$ cat config.mk
export PLATFORM = sky130hd
export DESIGN_NAME = uart_rx_cfg
export DESIGN_NICKNAME = d
export VERILOG_FILES = /design/src/rtl/uart_rx_cfg.sv
export SDC_FILE = /design/constraint.sdc
export NUM_CORES = 1
export LEC_CHECK = 0
export ABC_CLOCK_PERIOD_IN_PS = 3900
export BUFFER_PORTS_ARGS = -buffer_cell sky130_fd_sc_hd__buf_2
export CAP_MARGIN = 20
export CORE_AREA = 5 5 78 88
export CTS_CLUSTER_SIZE = 12
export DETAILED_ROUTE_END_ITERATION = 7
export DIE_AREA = 0 0 83 93
export PLACE_DENSITY_LB_ADDON = 0.08
export SYNTH_ARGS = -nofsm -noshare
export SYNTH_HDL_FRONTEND = slang
export SYNTH_SLANG_ARGS = --single-unit
export TNS_END_PERCENT = 50
$ cat constraint.sdc
create_clock -name sys_clk -period 3.9 [get_ports sys_clk]
set_clock_uncertainty 0.1 [all_clocks]
set_input_delay 0.195 -clock sys_clk [delete_from_list [all_inputs] [get_ports sys_clk]]
set_output_delay 0.195 -clock sys_clk [all_outputs]
set_load 0.05 [all_outputs]
$ cat src/rtl/uart_rx_cfg.sv
// uart_rx_cfg: UART receiver, majority-of-3 sampling, parity/stop checks.
// Define UART_RX_FIFO_EN for a FIFO_DEPTH-word FIFO; otherwise one holding register.
module uart_rx_cfg #(
  parameter int CLK_FREQ   = 50_000_000,
  parameter int UART_BPS   = 9600,
  parameter int DATA_BITS  = 8,
  parameter int PARITY     = 0,
  parameter int STOP_BITS  = 1,
  parameter int FIFO_DEPTH = 8
) (
  input  logic                 sys_clk,
  input  logic                 sys_rst,
  input  logic                 rx,
  output logic [DATA_BITS-1:0] rx_data,
  output logic                 rx_valid,
  input  logic                 rx_ready,
  output logic                 parity_err,
  output logic                 frame_err,
  output logic                 overrun
);

  localparam int BAUD_CNT_MAX = CLK_FREQ / UART_BPS;
  localparam int MID = BAUD_CNT_MAX / 2;
  localparam int CW = $clog2(BAUD_CNT_MAX + 1);
  localparam logic [CW-1:0] C_LAST = CW'(BAUD_CNT_MAX - 1);
  localparam logic [CW-1:0] C_S0 = CW'(MID - 1);
  localparam logic [CW-1:0] C_S1 = CW'(MID);
  localparam logic [CW-1:0] C_DEC = CW'(MID + 1);
  localparam logic [3:0] C_LAST_BIT = 4'(DATA_BITS - 1);

  if (DATA_BITS < 5 || DATA_BITS > 9 || PARITY < 0 || PARITY > 2 ||
      STOP_BITS < 1 || STOP_BITS > 2 || FIFO_DEPTH < 2 || FIFO_DEPTH > 64 ||
      (FIFO_DEPTH & (FIFO_DEPTH - 1)) != 0) begin : g_bad_cfg
    $error("uart_rx_cfg: illegal parameter set");
  end

  typedef enum logic [2:0] {
    S_IDLE, S_START, S_DATA, S_PARITY, S_STOP, S_WAIT_HIGH
  } state_t;

  state_t               r_state;
  state_t               w_next;
  logic                 r_rx_s1;
  logic                 r_rx_s2;
  logic                 r_rx_d;
  logic [1:0]           r_arm;
  logic [CW-1:0]        r_cnt;
  logic                 r_smp0;
  logic                 r_smp1;
  logic [3:0]           r_bit_idx;
  logic                 r_stop_idx;
  logic [DATA_BITS-1:0] r_shift;
  logic                 r_par_bad;
  logic                 r_perr;
  logic                 r_ferr;
  logic                 r_ovr;
  logic                 w_fall;
  logic                 w_dec;
  logic                 w_bit;
  logic                 w_par_bad;
  logic                 w_last_stop;
  logic                 w_shift;
  logic                 w_push;
  logic                 w_ferr;
  logic                 w_perr;
  logic                 w_ovr;

  // r_arm blocks edge detection until the reset values have left the sync chain
  assign w_fall = (r_arm == 2'd3) & r_rx_d & ~r_rx_s2;
  assign w_dec = (r_cnt == C_DEC);
  assign w_bit = (r_smp0 & r_smp1) | (r_smp0 & r_rx_s2) | (r_smp1 & r_rx_s2);
  assign w_par_bad = (PARITY == 1) ? ~(^r_shift ^ w_bit) : (^r_shift ^ w_bit);
  assign w_last_stop = (STOP_BITS == 2) ? r_stop_idx : 1'b1;

  assign parity_err = r_perr;
  assign frame_err = r_ferr;
  assign overrun = r_ovr;

  // two-flop synchroniser plus delayed copy for 1->0 edge detection
  always_ff @(posedge sys_clk or posedge sys_rst) begin
    if (sys_rst) begin
      r_rx_s1 <= 1'b1;
      r_rx_s2 <= 1'b1;
      r_rx_d  <= 1'b0;
      r_arm   <= 2'd0;
    end else begin
      r_rx_s1 <= rx;
      r_rx_s2 <= r_rx_s1;
      r_rx_d  <= r_rx_s2;
      if (r_arm != 2'd3) r_arm <= r_arm + 2'd1;
    end
  end

  // FSM state register
  always_ff @(posedge sys_clk or posedge sys_rst) begin
    if (sys_rst) r_state <= S_IDLE;
    else r_state <= w_next;
  end

  // FSM next state and per-frame decision strobes
  always_comb begin
    w_next  = r_state;
    w_shift = 1'b0;
    w_push  = 1'b0;
    w_ferr  = 1'b0;
    w_perr  = 1'b0;
    unique case (r_state)
      S_IDLE: if (w_fall) w_next = S_START;
      S_START: if (w_dec) w_next = w_bit ? S_IDLE : S_DATA;
      S_DATA: begin
        if (w_dec) begin
          w_shift = 1'b1;
          if (r_bit_idx == C_LAST_BIT)
            w_next = (PARITY != 0) ? S_PARITY : S_STOP;
        end
      end
      S_PARITY: if (w_dec) w_next = S_STOP;
      S_STOP: begin
        if (w_dec) begin
          if (!w_bit) begin
            w_ferr = 1'b1;
            w_next = S_WAIT_HIGH;
          end else if (w_last_stop) begin
            if (r_par_bad) w_perr = 1'b1;
            else w_push = 1'b1;
            w_next = S_IDLE;
          end
        end
      end
      S_WAIT_HIGH: if (r_rx_s2) w_next = S_IDLE;
      default: w_next = S_IDLE;
    endcase
  end

  // baud counter: held at 0 in IDLE, free-running modulo BAUD_CNT_MAX otherwise
  always_ff @(posedge sys_clk or posedge sys_rst) begin
    if (sys_rst) r_cnt <= '0;
    else if (r_state == S_IDLE || w_next == S_IDLE) r_cnt <= '0;
    else if (r_cnt == C_LAST) r_cnt <= '0;
    else r_cnt <= r_cnt + CW'(1);
  end

  // bit samples, data shifter, bit/stop indices and latched parity result
  always_ff @(posedge sys_clk or posedge sys_rst) begin
    if (sys_rst) begin
      r_smp0     <= 1'b1;
      r_smp1     <= 1'b1;
      r_shift    <= '0;
      r_bit_idx  <= 4'd0;
      r_stop_idx <= 1'b0;
      r_par_bad  <= 1'b0;
    end else begin
      if (r_cnt == C_S0) r_smp0 <= r_rx_s2;
      if (r_cnt == C_S1) r_smp1 <= r_rx_s2;
      if (w_shift) r_shift <= {w_bit, r_shift[DATA_BITS-1:1]};
      if (r_state != S_DATA) r_bit_idx <= 4'd0;
      else if (w_shift) r_bit_idx <= r_bit_idx + 4'd1;
      if (r_state != S_STOP) r_stop_idx <= 1'b0;
      else if (w_dec) r_stop_idx <= 1'b1;
      if (r_state == S_IDLE) r_par_bad <= 1'b0;
      else if (r_state == S_PARITY && w_dec) r_par_bad <= w_par_bad;
    end
  end

  // error pulses land one cycle after the decision
  always_ff @(posedge sys_clk or posedge sys_rst) begin
    if (sys_rst) begin
      r_perr <= 1'b0;
      r_ferr <= 1'b0;
      r_ovr  <= 1'b0;
    end else begin
      r_perr <= w_perr;
      r_ferr <= w_ferr;
      r_ovr  <= w_ovr;
    end
  end

`ifdef UART_RX_FIFO_EN
  localparam int AW = $clog2(FIFO_DEPTH);
  localparam logic [AW:0] C_DEPTH = (AW+1)'(FIFO_DEPTH);

  logic [DATA_BITS-1:0] r_mem [FIFO_DEPTH];
  logic [AW-1:0]        r_wr_ptr;
  logic [AW-1:0]        r_rd_ptr;
  logic [AW:0]          r_count;
  logic                 w_full;
  logic                 w_pop;
  logic                 w_wr;

  assign w_full = (r_count == C_DEPTH);
  assign rx_valid = (r_count != '0);
  assign w_pop = rx_valid & rx_ready;
  assign w_wr = w_push & (~w_full | w_pop);
  assign w_ovr = w_push & w_full & ~w_pop;
  assign rx_data = rx_valid ? r_mem[r_rd_ptr] : '0;

  // storage array; contents only visible while r_count says so
  always_ff @(posedge sys_clk) begin
    if (w_wr) r_mem[r_wr_ptr] <= r_shift;
  end

  // FIFO pointers and occupancy
  always_ff @(posedge sys_clk or posedge sys_rst) begin
    if (sys_rst) begin
      r_wr_ptr <= '0;
      r_rd_ptr <= '0;
      r_count  <= '0;
    end else begin
      if (w_wr) r_wr_ptr <= r_wr_ptr + AW'(1);
      if (w_pop) r_rd_ptr <= r_rd_ptr + AW'(1);
      if (w_wr && !w_pop) r_count <= r_count + (AW+1)'(1);
      else if (!w_wr && w_pop) r_count <= r_count - (AW+1)'(1);
    end
  end
`else
  logic [DATA_BITS-1:0] r_hold;
  logic                 r_valid;
  logic                 w_pop;
  logic                 w_wr;

  assign rx_valid = r_valid;
  assign rx_data = r_hold;
  assign w_pop = r_valid & rx_ready;
  assign w_wr = w_push & (~r_valid | w_pop);
  assign w_ovr = w_push & r_valid & ~w_pop;

  // single holding register; full whenever rx_valid is set
  always_ff @(posedge sys_clk or posedge sys_rst) begin
    if (sys_rst) begin
      r_hold  <= '0;
      r_valid <= 1'b0;
    end else if (w_wr) begin
      r_hold  <= r_shift;
      r_valid <= 1'b1;
    end else if (w_pop) begin
      r_valid <= 1'b0;
    end
  end
`endif

endmodule

### Word-level counts from Yosys, hierarchy flattened

Index checks and enable logic that the tools add are counted.

* $add $sub $neg: 3
* magnitude comparators: 0
* div/mod/pow operators: 0
* equal/unequal tests: 13
* bitwise logic cells: 16
* reductions and logical operators: 8
* shifts and indexed selects: 0
* mux-type cells: 31
* $mul: 0

Operators by type and width (count)
* equality test 13 x 12 -> 1 bit, second input constant: 3
* two-way mux 13 bit: 2
* two-way mux 3 bit: 8
* one-hot mux 3 bit (6 select lines): 1
* two-way mux 1 bit: 17
* adder 13 x 1 -> 13 bit, second input constant: 1
* equality test 13 bit, second input constant: 1
* bitwise AND 1 bit: 9
* two-way mux 4 bit: 2
* XOR reduction 8 bit: 1
* equality test 3 x 2 -> 1 bit, second input constant: 2
* equality test 3 bit, second input constant: 2
* zero test 3 bit: 2
* nonzero test 2 bit: 3
* adder 4 x 1 -> 4 bit, second input constant: 1
* equality test 4 x 3 -> 1 bit, second input constant: 1
* equality test 3 x 1 -> 1 bit, second input constant: 1
* inequality test 3 x 2 -> 1 bit, second input constant: 1
* NOT 1 bit: 3
* OR 1 bit: 3
* adder 2 x 1 -> 2 bit, second input constant: 1
* equality test 2 bit, second input constant: 1
* two-way mux 2 bit: 1
* inequality test 2 bit, second input constant: 1
* 3 further kinds: 3

* logic and storage cells: 87
* bits in latches: 0
* register bits: 48
* input port bits: 4
* output and inout bits: 12
* RAM bits: 0
* bits in read-only memories: 0
* memories kept: 0

### Longest topological paths before layout

* depth in word-level cells: 9
* gate-level depth with buffers: 8
* mapped depth without buffers: 8

### Worst setup path after synthesis

No wires, ideal clock.

* kind: flip-flop to flip-flop
* start point: register r_cnt[6]
* end point: register r_hold[1], in the netlist rx_data[1]
* cell stages (with the launch flop): 7
* clock period less this slack: 2.095 ns
* arrival time: 1.868 ns
* buffers on the path: 1
* required time: 3.672 ns
* path slack: 1.805 ns
* library setup time: 0.128 ns
* cell sequence: dfrtp_1 > nor4b_4 > nand4_2 > buf_2 > nor3_1 > nand3_2 > mux2_1

* word-level cells in the longest chain between the ends: 4

Ends and longest elaborated chain
* start, declared: line 47 `logic [CW-1:0] r_cnt;`
* start signal, assigned: line 140 `else r_cnt <= r_cnt + CW'(1);`
* equality test 13 x 12 -> 1 bit: line 70 `assign w_dec = (r_cnt == C_DEC);`
* two-way mux 1 bit: line 119 `if (w_dec) begin`
* two-way mux 1 bit: line 107 `unique case (r_state)`
* bitwise AND 1 bit: line 224 `assign w_wr = w_push & (~r_valid | w_pop);`
* end signal, assigned: line 233 `r_hold <= r_shift;`
* end, declared: line 216 `logic [DATA_BITS-1:0] r_hold;`

Every way passes these cells.
A chain may end at the register's enable or synchronous reset.

### Worst setup path in the final report

* start point: register r_cnt[10]
* end point: register r_cnt[7]

* word-level cells in the longest chain between the ends: 6

Ends and longest elaborated chain
* equality test 13 x 12 -> 1 bit *: line 70
* two-way mux 3 bit (on tied branches)
* one-hot mux 3 bit (6 select lines) *: line 107
* via w_next[1]: line 42 `state_t w_next;`
* zero test 3 bit *: line 138 `else if (r_state == S_IDLE || w_next == S_IDLE) r_cnt <= '0;`
* logical OR 1 bit *: line 138
* two-way mux 13 bit *: line 138

Mark *: on every way through the listed nets, which the timed path passes. The rest lies on a longest branch.

==> flow_summary.toml <==
[status]
status = "completed"

[floorplan]
rows = 30
initial_utilization_pct = 38.5
die_area_mm2 = 0.00772
dieHeight_um = 93
die_w_um = 83
ios = 16
coreArea_mm2 = 0.00593

[cells_and_area]
final_area_mm2 = 0.00259
diodes = 0
fill_cells = 581
nNetsFinal = 223
areaGrowthSynthToFinish_pct = 13.6
drive_above_1_share_pct = 23.7

[critical_path]
path_max_fanout = 14
slowest_delay_ns = 0.63
r2r_cells = 6
cp.arrival_ns = 2.66
crit_required_ns = 4.03
crit_chain = "nor4b_4 -> nand4_2 -> or4_1 -> o211ai_2 -> o311ai_4 -> nor2_1"
worst-r2r-setup-slack_ns = 1.36
critPathSlowestCell = "or4_1"
start_kind = "register"
r2r-end = "r_cnt[7]$_DFF_PP0_"
endpoint_kind = "register"
rr_startpoint = "r_cnt[10]$_DFF_PP0_"
critical_path_class = "reg2reg"

[clocking]
htree_levels = 2
cts_tree = "built"
ctsHoldBuffers = 1
root_buffer = "clkbuf_8"
cts_resized = 0
cts_max_path_buffers = 2
cts_sinks = 48
worstSkewPairLatency_ns = 0.30
path_clk_slew_ns = 0.09
cts_inserted_buffers = 5
post_cts_buffers = 0

[synthesis]
ys.warnings.count = 0
yosysUniqueCellTypes = 46
syn_area_per_cell_um2 = 11.8
syn_nets = 202
async_flop_share_pct = 100
syn_area_mm2 = 0.00228
yosysSeqAreaShare_pct = 52.9
ys_ff_latch = 48
synth_edf_count = 0
synth_top_flop_cell = "dfrtp_1"
synthCells = 193

[pwr]
power_switching_mw = 0.254
totalPowerFinal_mw = 1.01
swShare_pct = 25.2
p_per_area_mw_per_mm2 = 388
p_leak_nw = 1.17
internal_power_mw = 0.752
pwr-share-seq_pct = 54.8
combPwrFrac_pct = 9.7
vdd_ir_drop_max_mv = 0.257
pwr-share-clk_pct = 35.5

[timing]
relSlewSlack_pct = 63.9
fin_crit_ns = 2.54
finalCritPeriodShare_pct = 65.0
worstMarginPinSlew_ns = 0.541
fin_setup_tns_ns = 0
clock.fmax_mhz = 394
fin_ws_ns = 1.36
rsz0062_at_grt = "false"
setup_viol_count_final = 0
finalMaxSlewViolations = 0
hold_viol = 0

[routing]
wl_met2_um = 1920
drt_iter0_markers = 123
top_layer = "met4"
drc = 0
routedWlPerCell_um = 13.8
wl_met1_um = 1950
viasPerCell = 5.06
wl_met3_um = 154
vias = 1492
dr.pass1.iters = 4
wl_um = 4080
postRouteAntennaNets = 0

[global_routing]
grt_max_degree = 49
grt_pass1_wl_um = 7240
track_usage_pct = 11.6
overflow = 0
antenna_found_initial = 0
first_global_vias = 1508

[placed_design]
dp_hpwl_um = 2880
portBuffers = 15
placed_area_mm2 = 0.00244
gp_congestion = 0.790
place_ws_ns = 1.38

[hold_path]
holdPathEnd = "overrun$_DFF_PP0_"
hold_class = "in2reg"
hold_path_depth = 3
min-delay-start = "rx_ready"

[run]
cap_violations = 0
[worst max-delay path, delay by kind of cell (launching register included)]
kind | cells | cell delay, ns
AOI/OAI and AO/OA | 2 | 0.38
DFF | 1 | 0.46
and+or+nand+nor | 4 | 1.54
[per-stage QoR]
step	utilization, %	std cells	hold slack, ns
CTS	43.2	293	0.0639
detailed placement	41.1	284	0.210
finish	43.7	295	0.106
global placement	41.1	284	0.202
global route	43.7	295	0.136
floorplan	-	193	0.0995
[routing by layer]
| metal | global-route usage [%] | vias to the layer above |
|---|---|---|
| met1 | 15.4 | 745 |
| met3 | 3.26 | 5 |
| met4 | 4.09 | 0 |
| met5 | 0 | - |
| li1 | - | 721 |
| met2 | 18.3 | 21 |
[cell usage after synthesis, types with 2 or more instances]
cell type	instances	area [um^2]
a21oi_1	2	10.0
and2_1	2	12.5
and3_1	3	18.8
clkbuf_1	3	11.3
dfrtp_1	44	1100
dfstp_2	4	105
ha_1	5	62.6
inv_1	9	33.8
mux2_1	6	67.6
mux2_2	13	146
nand2_1	10	37.5
nand2b_1	2	12.5
nand3_1	5	25.0
nand4_1	3	18.8
nor2_1	17	63.8
nor3_1	7	35.0
nor4b_4	2	47.6
o21ai_0	4	20.0
or3_1	5	31.3
or4_1	2	15.0
xnor2_1	15	131
xor2_1	6	52.6
[worst max-delay path by stage]
stage	to	slack, ns	from	cells after the start
floorplan	rx_data[1]$_DFFE_PP0P_	1.80	r_cnt[6]$_DFF_PP0_	6
global placement	r_cnt[0]$_DFF_PP0_	1.44	r_cnt[6]$_DFF_PP0_	6
detailed placement	r_cnt[9]$_DFF_PP0_	1.38	r_cnt[10]$_DFF_PP0_	6
CTS	r_cnt[4]$_DFF_PP0_	1.35	r_cnt[10]$_DFF_PP0_	6
global route	r_cnt[4]$_DFF_PP0_	1.14	r_cnt[6]$_DFF_PP0_	6
finish	r_cnt[7]$_DFF_PP0_	1.36	r_cnt[10]$_DFF_PP0_	6
[sequential cells by signal, indices dropped and copies added (netlist names)]
name,cells
r_state,3
r_bit_idx,4
r_smp0,1
r_rx_d,1
r_rx_s2,1
r_rx_s1,1
frame_err,1
rx_valid,1
r_smp1,1
rx_data,8
r_arm,2
r_cnt,13
r_shift,8
parity_err,1
r_par_bad,1
overrun,1
[power groups by stage]
stage / Clock [mW] / Combinational, mW / Sequential, mW
floorplan: 0 / 0.0780 / 0.549
global placement: 0 / 0.0911 / 0.558
detailed placement: 0 / 0.0951 / 0.560
CTS: 0.371 / 0.0967 / 0.550
global route: 0.391 / 0.112 / 0.554
finish: 0.357 / 0.0974 / 0.550
[cells in the final DEF, fill, tap and decap left out, types with 2 or more instances in the layout]
cell / count
or3_1: 5
a21oi_1: 2
nor4b_4: 2
xnor2_1: 15
nand2b_1: 2
inv_2: 2
nand3_1: 5
and2_1: 2
mux2_2: 13
ha_1: 5
nor2_1: 17
nand4_1: 3
or4_1: 2
and3_1: 3
dlygate4sd3_1: 2
xor2_1: 6
mux2_1: 6
inv_1: 8
dfstp_2: 4
o21ai_0: 4
nor3_1: 7
dfrtp_1: 44
nand2_1: 10
clkbuf_8: 5
buf_2: 15
[layout make-up]
type | instances | area [um^2] | area share (%)
multi-input combinational | 130 | 1020 | 39.3
sequential | 48 | 1210 | 46.5
clock inverter | 3 | 42.5 | 1.64
timing repair buffer | 18 | 115 | 4.44
clock buffer | 5 | 68.8 | 2.66
tap | 80 | 100 | 3.86
inverter | 11 | 41.3 | 1.59
[kinds of logic (layout without fill, tap and decap cells)]
kind of cell | Yosys count | after routing | synth area share, %
xor+xnor | 21 | 21 | 8.06
mux | 20 | 20 | 9.82
simple gates | 70 | 70 | 18.8
buf+inv | 15 | 37 | 2.52
compound gates | 13 | 13 | 4.77
flops | 48 | 48 | 52.9
fa+ha+maj | 6 | 6 | 3.18
(Power assumes the default switching activity.)
